`src/rtl/mem_access_pkg.sv`:
```
// Shared types for the byte-addressed load/store front end.
// Latency: none, types and constants only.
// Backpressure: not applicable.
package mem_access_pkg;

    localparam int BYTE_W = 8;
    localparam int HALF_W = 16;
    localparam int WORD_W = 32;

    // Access size as encoded on req_size_i.
    typedef enum logic [1:0] {
        BYTE    = 2'b00,
        HALF    = 2'b01,
        WORD    = 2'b10,
        ILLEGAL = 2'b11
    } size_t;

    typedef enum logic [2:0] {
        ST_IDLE   = 3'd0,
        ST_RD     = 3'd1,
        ST_WR     = 3'd2,
        ST_RMW_RD = 3'd3,
        ST_RMW_WR = 3'd4,
        ST_DONE   = 3'd5
    } state_t;

    // A request is rejected when its size is illegal or its address is not
    // a multiple of the access size.
    function automatic logic req_bad(input logic [1:0] size, input logic [1:0] off);
        logic bad;
        bad = 1'b0;
        case (size_t'(size))
            HALF:    bad = off[0];
            WORD:    bad = (off != 2'b00);
            ILLEGAL: bad = 1'b1;
            default: bad = 1'b0;
        endcase
        return bad;
    endfunction

endpackage

```
`src/rtl/lane_align.sv`:
```
// Byte/half/word lane extraction with sign/zero extension, plus store-lane merge.
// Latency: purely combinational.
// Backpressure: none.
// Ports: word_i (word read from memory), wdata_i (right-justified store data),
//        addr_i (byte offset in word), size_i, unsigned_i -> load_o (extended
//        load value), merge_o (word_i with the addressed lane replaced by wdata_i).
module lane_align
    import mem_access_pkg::*;
(
    input  logic [31:0] word_i,
    input  logic [31:0] wdata_i,
    input  logic [1:0]  addr_i,
    input  logic [1:0]  size_i,
    input  logic        unsigned_i,
    output logic [31:0] load_o,
    output logic [31:0] merge_o
);

    logic [BYTE_W-1:0] byte_v;
    logic [HALF_W-1:0] half_v;
    logic              sext;

    always_comb begin
        byte_v  = word_i[{addr_i, 3'b000} +: BYTE_W];
        half_v  = word_i[{addr_i[1], 4'b0000} +: HALF_W];
        sext    = ~unsigned_i;
        load_o  = word_i;
        merge_o = word_i;
        case (size_t'(size_i))
            BYTE: begin
                load_o = {{(WORD_W-BYTE_W){sext & byte_v[BYTE_W-1]}}, byte_v};
                merge_o[{addr_i, 3'b000} +: BYTE_W] = wdata_i[BYTE_W-1:0];
            end
            HALF: begin
                load_o = {{(WORD_W-HALF_W){sext & half_v[HALF_W-1]}}, half_v};
                merge_o[{addr_i[1], 4'b0000} +: HALF_W] = wdata_i[HALF_W-1:0];
            end
            WORD: begin
                load_o  = word_i;
                merge_o = wdata_i;
            end
            default: begin
                load_o  = word_i;
                merge_o = word_i;
            end
        endcase
    end

endmodule

```
`src/rtl/mem_access_unit.sv`:
```
// Byte-addressed load/store front end driving a word-only BRAM with active-low strobes.
// Latency: load 2, word store 2, sub-word store 3 (read-modify-write), error 1 cycle to rsp_valid_o.
// Backpressure: one request in flight; req_ready_o is high only while idle.
// Ports: clk_i/reset_i (sync, active-high); req_* request channel; rsp_* one-cycle
//        response; mem_* word address, write data, active-low wr/rd strobes and read data.
module mem_access_unit
    import mem_access_pkg::*;
#(
    parameter int WORDS      = 6,
    parameter int DATA_WIDTH = 32
) (
    input  logic                  clk_i,
    input  logic                  reset_i,
    input  logic                  req_valid_i,
    output logic                  req_ready_o,
    input  logic                  req_we_i,
    input  logic [1:0]            req_size_i,
    input  logic                  req_unsigned_i,
    input  logic [WORDS+1:0]      req_addr_i,
    input  logic [DATA_WIDTH-1:0] req_wdata_i,
    output logic                  rsp_valid_o,
    output logic [DATA_WIDTH-1:0] rsp_rdata_o,
    output logic                  rsp_err_o,
    output logic [WORDS-1:0]      mem_addr_o,
    output logic [DATA_WIDTH-1:0] mem_data_o,
    output logic                  mem_wr_o,
    output logic                  mem_rd_o,
    input  logic [DATA_WIDTH-1:0] mem_data_i
);

    state_t                state_q, state_d;
    logic [1:0]            size_q, size_d;
    logic                  uns_q, uns_d;
    logic [1:0]            off_q, off_d;
    logic [DATA_WIDTH-1:0] wdata_q, wdata_d;
    logic [WORDS-1:0]      mem_addr_q, mem_addr_d;
    logic [DATA_WIDTH-1:0] mem_data_q, mem_data_d;
    logic [DATA_WIDTH-1:0] rdata_q, rdata_d;
    logic                  err_q, err_d;

    logic [31:0] load_v;
    logic [31:0] merge_v;
    logic        accept;

    // mem_data_i is valid at the edge ending a read-strobe cycle, so both the
    // load extraction and the RMW merge are taken straight from it.
    lane_align u_lane_align (
        .word_i     (mem_data_i),
        .wdata_i    (wdata_q),
        .addr_i     (off_q),
        .size_i     (size_q),
        .unsigned_i (uns_q),
        .load_o     (load_v),
        .merge_o    (merge_v)
    );

    assign accept = req_valid_i & req_ready_o;

    always_comb begin
        state_d    = state_q;
        size_d     = size_q;
        uns_d      = uns_q;
        off_d      = off_q;
        wdata_d    = wdata_q;
        mem_addr_d = mem_addr_q;
        mem_data_d = mem_data_q;
        rdata_d    = rdata_q;
        err_d      = err_q;
        case (state_q)
            ST_IDLE: begin
                if (accept) begin
                    size_d     = req_size_i;
                    uns_d      = req_unsigned_i;
                    off_d      = req_addr_i[1:0];
                    wdata_d    = req_wdata_i;
                    mem_addr_d = req_addr_i[WORDS+1:2];
                    if (req_bad(req_size_i, req_addr_i[1:0])) begin
                        err_d   = 1'b1;
                        rdata_d = '0;
                        state_d = ST_DONE;
                    end else if (!req_we_i) begin
                        state_d = ST_RD;
                    end else if (size_t'(req_size_i) == WORD) begin
                        // Full-word store needs no read; present data right away.
                        mem_data_d = req_wdata_i;
                        state_d    = ST_WR;
                    end else begin
                        state_d = ST_RMW_RD;
                    end
                end
            end
            ST_RD: begin
                rdata_d = load_v;
                err_d   = 1'b0;
                state_d = ST_DONE;
            end
            ST_RMW_RD: begin
                mem_data_d = merge_v;
                state_d    = ST_RMW_WR;
            end
            ST_WR, ST_RMW_WR: begin
                rdata_d = '0;
                err_d   = 1'b0;
                state_d = ST_DONE;
            end
            default: state_d = ST_IDLE;
        endcase
    end

    always_ff @(posedge clk_i) begin
        if (reset_i) begin
            state_q    <= ST_IDLE;
            size_q     <= '0;
            uns_q      <= 1'b0;
            off_q      <= '0;
            wdata_q    <= '0;
            mem_addr_q <= '0;
            mem_data_q <= '0;
            rdata_q    <= '0;
            err_q      <= 1'b0;
        end else begin
            state_q    <= state_d;
            size_q     <= size_d;
            uns_q      <= uns_d;
            off_q      <= off_d;
            wdata_q    <= wdata_d;
            mem_addr_q <= mem_addr_d;
            mem_data_q <= mem_data_d;
            rdata_q    <= rdata_d;
            err_q      <= err_d;
        end
    end

    // Strobes decode the registered state only, so they can never be low together
    // and both return high at the reset edge.
    assign mem_rd_o    = ~((state_q == ST_RD) || (state_q == ST_RMW_RD));
    assign mem_wr_o    = ~((state_q == ST_WR) || (state_q == ST_RMW_WR));
    assign rsp_valid_o = (state_q == ST_DONE);
    assign req_ready_o = (state_q == ST_IDLE) & ~reset_i;
    assign rsp_rdata_o = rdata_q;
    assign rsp_err_o   = err_q;
    assign mem_addr_o  = mem_addr_q;
    assign mem_data_o  = mem_data_q;

endmodule
```
`config.mk`:
```
export PLATFORM = sky130hd
export DESIGN_NAME = mem_access_unit
export DESIGN_NICKNAME = d
export VERILOG_FILES = /design/src/rtl/mem_access_pkg.sv /design/src/rtl/lane_align.sv /design/src/rtl/mem_access_unit.sv
export SDC_FILE = /design/constraint.sdc
export NUM_CORES = 1
export LEC_CHECK = 0
export CAP_MARGIN = 10
export CORE_ASPECT_RATIO = 1.75
export CORE_MARGIN = 5
export CORE_UTILIZATION = 45
export DETAILED_ROUTE_END_ITERATION = 7
export GPL_ROUTABILITY_DRIVEN = 1
export HOLD_SLACK_MARGIN = 0.03
export PLACE_DENSITY = 0.89
export SYNTH_ARGS = -nofsm -noshare
export SYNTH_HDL_FRONTEND = slang
export SYNTH_SLANG_ARGS = --single-unit
```
`constraint.sdc`:
```
create_clock -name clk_i -period 2.4 [get_ports clk_i]
set_input_delay 0.48 -clock clk_i [delete_from_list [all_inputs] [get_ports clk_i]]
set_output_delay 0.48 -clock clk_i [all_outputs]
set_load 0.05 [all_outputs]
```
==> impl_metrics.json <==
{
  "ant_nets": 0,
  "finalHoldViolations": 0,
  "drive_above_1_share_pct": 12.4,
  "wl_per_cell_um": 21.3,
  "max_slew.worst_pin.slew_ns": 0.641,
  "min_path_type": "reg -> reg",
  "synth_flop_cell": "dfxtp_1",
  "cts_tree": "done",
  "syn_to_final_growth_pct": 36.7,
  "h-tree-depth": 3,
  "timing.hold.ws_ns": 0.453,
  "clk_path_buf_depth": 2,
  "power_mw": 5.42,
  "maxSlewHeadroom_pct": 56.9,
  "status": "finished, final reports clean",
  "start_util_pct": 45.6,
  "tns_ns": 0,
  "post_cts_buffers": 0,
  "drv_slew": 0,
  "fp.dieH_um": 164,
  "synthCells": 697,
  "grt_pass1_vias": 6242,
  "die_area_um2": 16000,
  "vdd_drop_max_v": 0.000385,
  "drc": 0,
  "vias": 6366,
  "fin_nets": 936,
  "grt_max_degree": 57,
  "cts-resized-gates": 0,
  "mostFrequentLayoutCells": "clkdlybuf4s50_1, dfxtp_1, nand2_1, buf_4, o21ai_0",
  "finalSetupViolCount": 0,
  "finalCritPeriodShare_pct": 90.1,
  "final_common_cell": "clkdlybuf4s50_1",
  "dp_hpwl_mm": 16.2,
  "rsz0062_at_grt": "false",
  "fp-row-count": 56,
  "maxCapViolations": 0,
  "crit_fanout": 13,
  "period_needed_ns": 2.16,
  "place_congestion": 1.02,
  "core_um2": 13300,
  "seq_area_frac_synth_pct": 36.6,
  "track_usage_pct": 26.7,
  "synth-seq-cells": 111,
  "synth_warnings": 0,
  "io_buffers": 153,
  "synth_cell_types": 62,
  "routed_via_density": 6.17,
  "synth_edf_count": 0,
  "drt-initial-drc-count": 691,
  "root_buffer": "clkbuf_16",
  "synth_area_um2": 6070,
  "clock-sinks": 111,
  "syn-mean-instance-area_um2": 8.70,
  "routed_wl_mm": 21.9,
  "static-leakage-power_nw": 3.03,
  "async_flop_share_pct": 0,
  "critPathCaptureType": "output port",
  "n_antenna_cell": 0,
  "ioPinCount": 154,
  "ctsHoldBuffers": 0,
  "worstSetupPathType": "reg -> out",
  "max_freq_mhz": 463,
  "syn_nets": 781,
  "cts_made_buffers": 9,
  "cp.required_ns": 1.92,
  "drtPass1Iterations": 6,
  "globalRoute.totalOverflow": 0,
  "start_kind": "flop",
  "insertion_delay_ns": 0.35,
  "clk_pin_slew_ns": 0.07,
  "antenna_found_initial": 0,
  "cp.arrival_ns": 1.68,
  "die_w_um": 97.8,
  "power_density_nw_per_um2": 653,
  "fin_skew_ns": 0.00714,
  "grt_first_pass_wirelength_mm": 33.4,
  "fillerInstances": 1131
}
## path summary, 6_finish.rpt
path / startpoint / endpoint / slack, ns / depth (start not counted)
min reg2reg: mem_data_o[13]$_SDFFE_PP0P_ / mem_data_o[13]$_SDFFE_PP0P_ / 0.45 / 2
max reg2reg: size_q[1]$_SDFFE_PP0P_ / mem_data_o[28]$_SDFFE_PP0P_ / 0.27 / 5
max: state_q[2]$_SDFFE_PP0P_ / req_ready_o / 0.24 / 3
min: mem_data_o[13]$_SDFFE_PP0P_ / mem_data_o[13]$_SDFFE_PP0P_ / 0.45 / 2
## metrics by stage
stage / utilization (%) / cells / instance area (um2) / worst slack (ns)
2_1_floorplan: - / 697 / 6070 / 0.166
3_5_place_dp: 59.7 / 1015 / 7950 / 0.0178
4_1_cts: 62.3 / 1031 / 8290 / 0.251
3_3_place_gp: 59.7 / 1015 / 7950 / 0.0571
5_1_grt: 62.3 / 1031 / 8290 / 0.0773
6_report: 62.3 / 1031 / 8290 / 0.238
## logic make-up (layout without fill, tap and decap cells)
kind of cell / after synthesis / after routing / synth area share (%)
mux: 31 / 31 / 6.06
compound gates: 256 / 256 / 31.4
buf+inv: 81 / 241 / 6.50
fa+ha+maj: 5 / 5 / 1.03
xor+xnor: 1 / 1 / 0.144
simple gates: 212 / 212 / 18.2
flops: 111 / 111 / 36.6
## metal layers
metal	GRT usage, %	share of wire [%]	vias to the layer above
met5	0	0	-
met4	20.7	8.1	0
met3	5.51	7.8	108
met2	45.6	49	367
met1	28.5	35	2980
li1	-	-	2911
## Yosys cell counts, types with 11 or more instances
| cell type | number | area, um2 |
|---|---|---|
| mux2i_1 | 12 | 120 |
| nand2_1 | 76 | 285 |
| o2bb2ai_1 | 17 | 149 |
| a211oi_1 | 16 | 120 |
| a22o_1 | 17 | 149 |
| inv_1 | 21 | 78.8 |
| nor2b_1 | 21 | 131 |
| a221oi_1 | 36 | 315 |
| nor2_1 | 39 | 146 |
| a221o_1 | 11 | 110 |
| nand2b_1 | 35 | 219 |
| buf_2 | 18 | 90.1 |
| mux2_2 | 15 | 169 |
| a21oi_1 | 36 | 180 |
| dfxtp_1 | 111 | 2220 |
| clkbuf_1 | 27 | 101 |
| o21ai_0 | 44 | 220 |
| o31ai_1 | 22 | 165 |
| o22ai_1 | 13 | 81.3 |
## power by group
part           total [mW]  internal (mW)  leakage (nW)  switching (mW)
clock                1.74           1.05         0.162           0.689
combinational        1.57          0.632          1.96           0.940
sequential           2.11           1.98         0.905           0.129
## worst max-delay path: stages, from the launching register on
cell     delay [ns]
dfxtp_1        0.45
or3_4          0.43
nor2_1         0.26
buf_12         0.18
## flip-flops by register name, indices dropped and copies added, names as in the netlist
| signal | count |
|---|---|
| mem_addr_o | 6 |
| mem_data_o | 32 |
| off_q | 2 |
| rsp_err_o | 1 |
| rsp_rdata_o | 32 |
| size_q | 2 |
| state_q | 3 |
| uns_q | 1 |
| wdata_q | 32 |
## area by class of cell
class | instances | area [um2] | area share (%)
flip-flops and latches | 111 | 2220 | 26.8
repair buffers | 204 | 1970 | 23.8
multi-input cells | 505 | 3450 | 41.6
well taps | 174 | 218 | 2.62
inverters | 21 | 78.8 | 0.950
clock inverters | 5 | 105 | 1.27
clock buffers | 11 | 243 | 2.93
Note: power is estimated with default switching activity, not from simulation.
